$ cat src/rtl/data_ram_be.sv
`default_nettype none
// ============================================================================
//  Module      : data_ram_be
//  Description : Single-port, word-addressed data memory with byte-lane
//                write enables, a 1-cycle registered read, a valid/ready
//                request interface and a post-reset hardware clear sweep
//                that writes CLEAR_VALUE into every word, one per cycle.
//
//  Ports
//    clock       : single clock, all state updates on its rising edge
//    reset       : synchronous, active-high; restarts the clear sweep
//    req_valid   : request present this cycle
//    req_ready   : block can accept a request (high only when idle)
//    req_write   : 1 = write, 0 = read
//    req_addr    : word index
//    req_wdata   : write data
//    req_be      : byte enables, bit k covers bits [8k+7:8k]
//    resp_valid  : one-cycle pulse, read data valid
//    resp_rdata  : read data, held until the next read response
//    busy        : clear sweep in progress
//
//  Revision    : 1.0 - initial release
// ============================================================================
module data_ram_be #(
    parameter int                    DATA_WIDTH  = 32,
    parameter int                    ADDR_WIDTH  = 5,
    parameter logic [DATA_WIDTH-1:0] CLEAR_VALUE = '0
) (
    input  logic                    clock,
    input  logic                    reset,
    input  logic                    req_valid,
    output logic                    req_ready,
    input  logic                    req_write,
    input  logic [ADDR_WIDTH-1:0]   req_addr,
    input  logic [DATA_WIDTH-1:0]   req_wdata,
    input  logic [DATA_WIDTH/8-1:0] req_be,
    output logic                    resp_valid,
    output logic [DATA_WIDTH-1:0]   resp_rdata,
    output logic                    busy
);

    localparam int                  c_NUM_LANES = DATA_WIDTH / 8;
    localparam int                  c_DEPTH     = 2 ** ADDR_WIDTH;
    localparam logic [ADDR_WIDTH-1:0] c_LAST_ADDR = '1;
    localparam logic [ADDR_WIDTH-1:0] c_PTR_ONE =
        {{(ADDR_WIDTH-1){1'b0}}, 1'b1};

    typedef enum logic [0:0] {
        ST_CLEAR = 1'b0,
        ST_IDLE  = 1'b1
    } state_t;

    state_t                  r_state;
    logic [ADDR_WIDTH-1:0]   r_clear_ptr;
    logic                    r_resp_valid;
    logic [DATA_WIDTH-1:0]   r_resp_rdata;
    logic [DATA_WIDTH-1:0]   r_mem [c_DEPTH];

    logic                    w_idle;
    logic                    w_accept;
    logic                    w_clear_we;
    logic                    w_req_we;

    // Ready and busy depend on state only, so there is no combinational
    // path from the request inputs to any output.
    assign w_idle    = (r_state == ST_IDLE);
    assign req_ready = w_idle;
    assign busy      = ~w_idle;

    assign w_accept  = req_valid & w_idle;

    // The reset cycle itself must leave memory untouched, hence the
    // explicit ~reset qualification on both write sources.
    assign w_clear_we = ~reset & ~w_idle;
    assign w_req_we   = ~reset & w_accept & req_write;

    // ------------------------------------------------------------------
    // Control FSM with registered read response.
    // ------------------------------------------------------------------
    always_ff @(posedge clock) begin
        if (reset) begin
            r_state      <= ST_CLEAR;
            r_clear_ptr  <= '0;
            r_resp_valid <= 1'b0;
            r_resp_rdata <= '0;
        end else begin
            r_resp_valid <= 1'b0;
            case (r_state)
                ST_CLEAR: begin
                    r_clear_ptr <= r_clear_ptr + c_PTR_ONE;
                    if (r_clear_ptr == c_LAST_ADDR) begin
                        r_state <= ST_IDLE;
                    end
                end
                ST_IDLE: begin
                    if (w_accept && !req_write) begin
                        r_resp_valid <= 1'b1;
                        r_resp_rdata <= r_mem[req_addr];
                    end
                end
                default: begin
                    r_state <= ST_CLEAR;
                end
            endcase
        end
    end

    // ------------------------------------------------------------------
    // Storage. The sweep writes whole words; requests write only the
    // enabled byte lanes so untouched lanes keep their value.
    // ------------------------------------------------------------------
    always_ff @(posedge clock) begin
        if (w_clear_we) begin
            r_mem[r_clear_ptr] <= CLEAR_VALUE;
        end else if (w_req_we) begin
            for (int k = 0; k < c_NUM_LANES; k++) begin
                if (req_be[k]) begin
                    r_mem[req_addr][8*k +: 8] <= req_wdata[8*k +: 8];
                end
            end
        end
    end

    assign resp_valid = r_resp_valid;
    assign resp_rdata = r_resp_rdata;

`ifndef SYNTHESIS
    // Write trace for simulation debugging.
    always @(posedge clock) begin
        if (w_req_we) begin
            $display("data_ram_be: write addr=%0d be=%b data=%h",
                     req_addr, req_be, req_wdata);
        end
    end
`endif

endmodule
`default_nettype wire
$ cat config.mk
export PLATFORM = sky130hd
export DESIGN_NAME = data_ram_be
export DESIGN_NICKNAME = d
export VERILOG_FILES = /design/src/rtl/data_ram_be.sv
export SDC_FILE = /design/constraint.sdc
export NUM_CORES = 1
export LEC_CHECK = 0
export CORE_MARGIN = 2
export CORE_UTILIZATION = 62
export DETAILED_ROUTE_END_ITERATION = 8
export GPL_ROUTABILITY_DRIVEN = 0
export PLACE_DENSITY = 0.79
export SLEW_MARGIN = 5
export SYNTH_ARGS = -nofsm -noshare
export SYNTH_HDL_FRONTEND = slang
export SYNTH_SLANG_ARGS = --single-unit
$ cat constraint.sdc
create_clock -name clock -period 3.3 [get_ports clock]
set_input_delay 0.825 -clock clock [delete_from_list [all_inputs] [get_ports clock]]
set_output_delay 0.825 -clock clock [all_outputs]
set_load 0.02 [all_outputs]
==> out/qor.csv, run 1 <==
stage,metric,value,unit
timing,period_needed,3234,ps
timing,hold_ws,529.3,ps
floorplanning,die_y,265.1,um
layout,final_util,73.07,%
run_status,run_status,"complete, no violations",
setup_path,required,3570,ps
drt,met2WireLength,49.41,mm
setup_path,cp.arrival,3500,ps
yosys,syn_inst,2474,
power,power,28.19,mW
setup_path,cp_slowest_cell,nor2_1,
yosys,ys_seq_area_share,74.61,%
yosys,synthAdderAreaFrac,0.05921,%
drt,drt-total-wl,103.8,mm
yosys,synthXorXnorAreaFrac,0.06217,%
drt,detail-route-antenna-nets,0,
timing,fin_skew,23.15,ps
timing,max_freq,309.2,MHz
worst_hold_path,hp-class,reg2reg,
yosys,yosys_register_bits,1063,
drt,wl_met3,11.30,mm
setup_path,crit_chain,clkdlybuf4s50_1 -> nor4_1 -> nor4_4 -> buf_4 -> a31oi_1 -> buf_12 -> nor2_1,
power,power_switching,5.703,mW
grt,grt_overflow,0,
setup_path,path_class,in2reg,
layout,num-fill-cells,3738,
setup_path,worstReg2RegStart,req_ready,
timing,maxSlewViolCount,0,
yosys,synth_top_family_by_area,multiplexers,
setup_path,path_delay_family,simple AND/OR/NAND/NOR gates,
drt,top_layer,met5,
drt,drt_iter0_markers,3213,
yosys,muxShareOfSynthArea,12.27,%
timing,slew_headroom,44.42,%
setup_path,r2r-end,r_mem[4][29],
yosys,synth_compound_area_share,7.319,%
yosys,synth_fp_nets,2521,
yosys,syn-cell-area,42260,sq um
power,powerDensity,573.3,nW/um^2
timing,rsz0062_at_grt,true,
power,swShare,20.24,%
floorplanning,die_width,265.1,um
floorplanning,die_area,70270,sq um
drt,num_vias,24290,
timing,fin_crit_sh,98.01,%
power,vdd_drop_max,0.0004337,V
drt,wl_met1,39.25,mm
floorplanning,std_cell_rows,95,
clock_tree,clk_pin_slew_worst_paths,60,ps
yosys,yosys_warnings,0,
layout,final_nets,2732,
layout,syn_to_final_growth,16.33,%
placed_design,dp.cells,3455,
clock_tree,cts_tree,built,
setup_path,reg2reg_setup_slack,330,ps
grt,grt_antenna_before_repair,2,
timing,final_hold_viol_count,0,
setup_path,cp_max_fo,38,
clock_tree,insertion_delay,650,ps
layout,drive_above_1_share,15.38,%
power,internal_power,22.48,mW
placed_design,numPortBuffers,79,
grt,track_usage,29.45,%
yosys,yosys.area_share.simple,3.408,%
clock_tree,clock_path_buffers,3,
yosys,yosysUniqueCellTypes,37,
setup_path,endpoint_kind,flip-flop,
drt,avgViaCountPerCell,6.668,
placed_design,placed_area,45500,sq um
floorplanning,floorplan.initialDensity,62.82,%
grt,grt_max_degree,51,
clock_tree,htreeDepth,3,
drt,drc_errors,0,
floorplanning,core-area,67280,sq um
setup_path,slowest_delay,580,ps
setup_path,startpoint_type,primary input,
timing,worst_pin_slew,833.8,ps
layout,fin_area,49160,sq um
clock_tree,root_buffer,clkbuf_16,
power,leakagePower,16.04,nW
grt,grt_pass1_vias,23990,
clock_tree,clock-sinks,1063,
power,p_clk_share,43.6,%
yosys,syn_avg_cell_area,17.08,sq um
clock_tree,cts_inserted_buffers,101,
worst_hold_path,min_from,resp_rdata[26],
yosys,synth_area_leaders,"edfxtp_1 (73%), mux2i_1 (12%), a22oi_1 (4.5%)",
grt,grt_pass1_wl,152.7,mm
yosys,netlist.area_leader.share,72.76,%
drt,post_drt_wl_per_cell,28.49,um
drt,drt_first_pass_iters,6,
worst_hold_path,hold_end,resp_rdata[26],
placed_design,place_hpwl,63.35,mm
setup_path,cp.buffers_inverters,3,
job,cap_violations,0,
timing,setup_viol,0,
floorplanning,ios,80,
power,combPwrFrac,4.2,%
layout,stdcell_count,3643,
yosys,synth_area_leader_cell,edfxtp_1,
power,seq_power_share,52.1,%
setup_path,rr_worst_depth,6,
worst_hold_path,min_path_cells,2,
-- sequential cells by signal, summed over array words and instances (netlist names) --
register and flops:
r_mem 1024, resp_rdata 32, r_clear_ptr 5, resp_valid 1, req_ready 1
-- per-stage QoR --
stage / setup WS, ps / TNS, ps
3_5_place_dp: -605.4 / -448030
4_1_cts: 76.20 / 0
6_report: 65.58 / 0
2_1_floorplan: 437.0 / 0
3_3_place_gp: -502.5 / -346710
5_1_grt: -33.66 / -549.3
-- worst max-delay path by stage --
stage,cells past startpoint,endpoint,from
global route,7,r_mem[7][24],req_be[0]
floorplan,6,r_mem[11][0],reset
finish,7,r_mem[4][29],req_be[1]
CTS,7,r_mem[0][0],req_be[1]
detailed placement,8,r_mem[24][25],req_be[0]
global placement,7,r_mem[31][9],req_be[1]
-- cell families after synthesis --
group                    after synthesis
flip-flops                          1063
multiplexers                         518
AO/OA/AOI/OAI                        436
AND/OR/NAND/NOR                      298
buffers and inverters                154
XOR/XNOR                               3
adder cells (fa/ha/maj)                2
-- power by group through the flow --
stage / logic, mW / registers, mW / clock network [mW]
after floorplan: 0.719 / 15.0 / 0
after global placement: 1.12 / 15.0 / 0
after detailed placement: 1.15 / 15.0 / 0
after CTS: 1.16 / 14.7 / 12.3
after global routing: 1.24 / 14.7 / 12.8
final: 1.19 / 14.7 / 12.3
-- layout make-up --
class,count,area (sq um),area share [%]
Timing Repair Buffer,261,3070,6.246
Antenna cell,1,2.502,0.005090
Sequential cell,1063,31530,64.14
Tap cell,873,1092,2.222
Inverter,1,3.754,0.007635
Clock buffer,127,2801,5.698
Multi-Input combinational cell,1257,9902,20.14
Clock inverter,60,759.5,1.545
-- metal layers --
| layer | track usage [%] | vias to the layer above |
|---|---|---|
| li1 | - | 10260 |
| met4 | 11.70 | 4 |
| met5 | 0 | - |
| met1 | 40.69 | 12060 |
| met3 | 6.175 | 258 |
| met2 | 46.55 | 1707 |
-- synthesized netlist by cell type (all sizes together) --
library cell / count
nor3b: 1
nor2: 171
nand4: 1
nand2b: 6
xnor2: 1
or2: 1
nand2: 21
mux2i: 516
a41oi: 4
buf: 75
xor2: 2
or4: 33
mux2: 2
dfxtp: 39
a22oi: 256
inv: 1
a31oi: 12
nor3: 5
nor4: 8
ha: 2
nand3: 4
and2: 34
nor4b: 4
nor2b: 8
clkbuf: 78
and3: 1
a211oi: 32
a21oi: 132
edfxtp: 1024
-- timing repair --
item                                    CTS  global route
hold buffers                              0             0
buffers inserted                          0             0
endpoints found under the hold margin     0             0
resized for setup                         1            39
endpoints found under the setup margin    8           311
pin swaps                                 0             0
cloned                                    0             0
-- worst register-to-register path, stage by stage (launching register included) --
cell and delay, ps:
dfxtp_1 350, inv_1 90, nor4_4 630, buf_4 510, a31oi_1 240, buf_12 210
nor2_1 580
-- layout by cell type (no fill, tap or decap), types with 12 or more instances in the layout --
master           synthesis  layout
a211oi_2                32      32
clkbuf_16                0     106
buf_12                   1      73
a22oi_1                256     256
and2_1                  34      33
nand2_1                 21      21
nor2_1                 171     130
edfxtp_1              1024    1024
bufinv_16                0      17
or4_1                   33      33
dfxtp_1                 39      39
buf_4                   22     109
nor2_2                   0      40
clkinv_1                 0      12
clkdlybuf4s50_1          0      77
clkbuf_1                74      14
a31oi_1                 12      12
clkinv_2                 0      16
a21oi_1                132     132
mux2i_1                516     516
No activity file was read; power rests on OpenSTA's default activity.
==> inputs of run 2 (changes only) <==
- SLEW_MARGIN: 5 -> 20
==> results of run 2 <==
Final layout, timing and power as in run 1 (identical DEF).
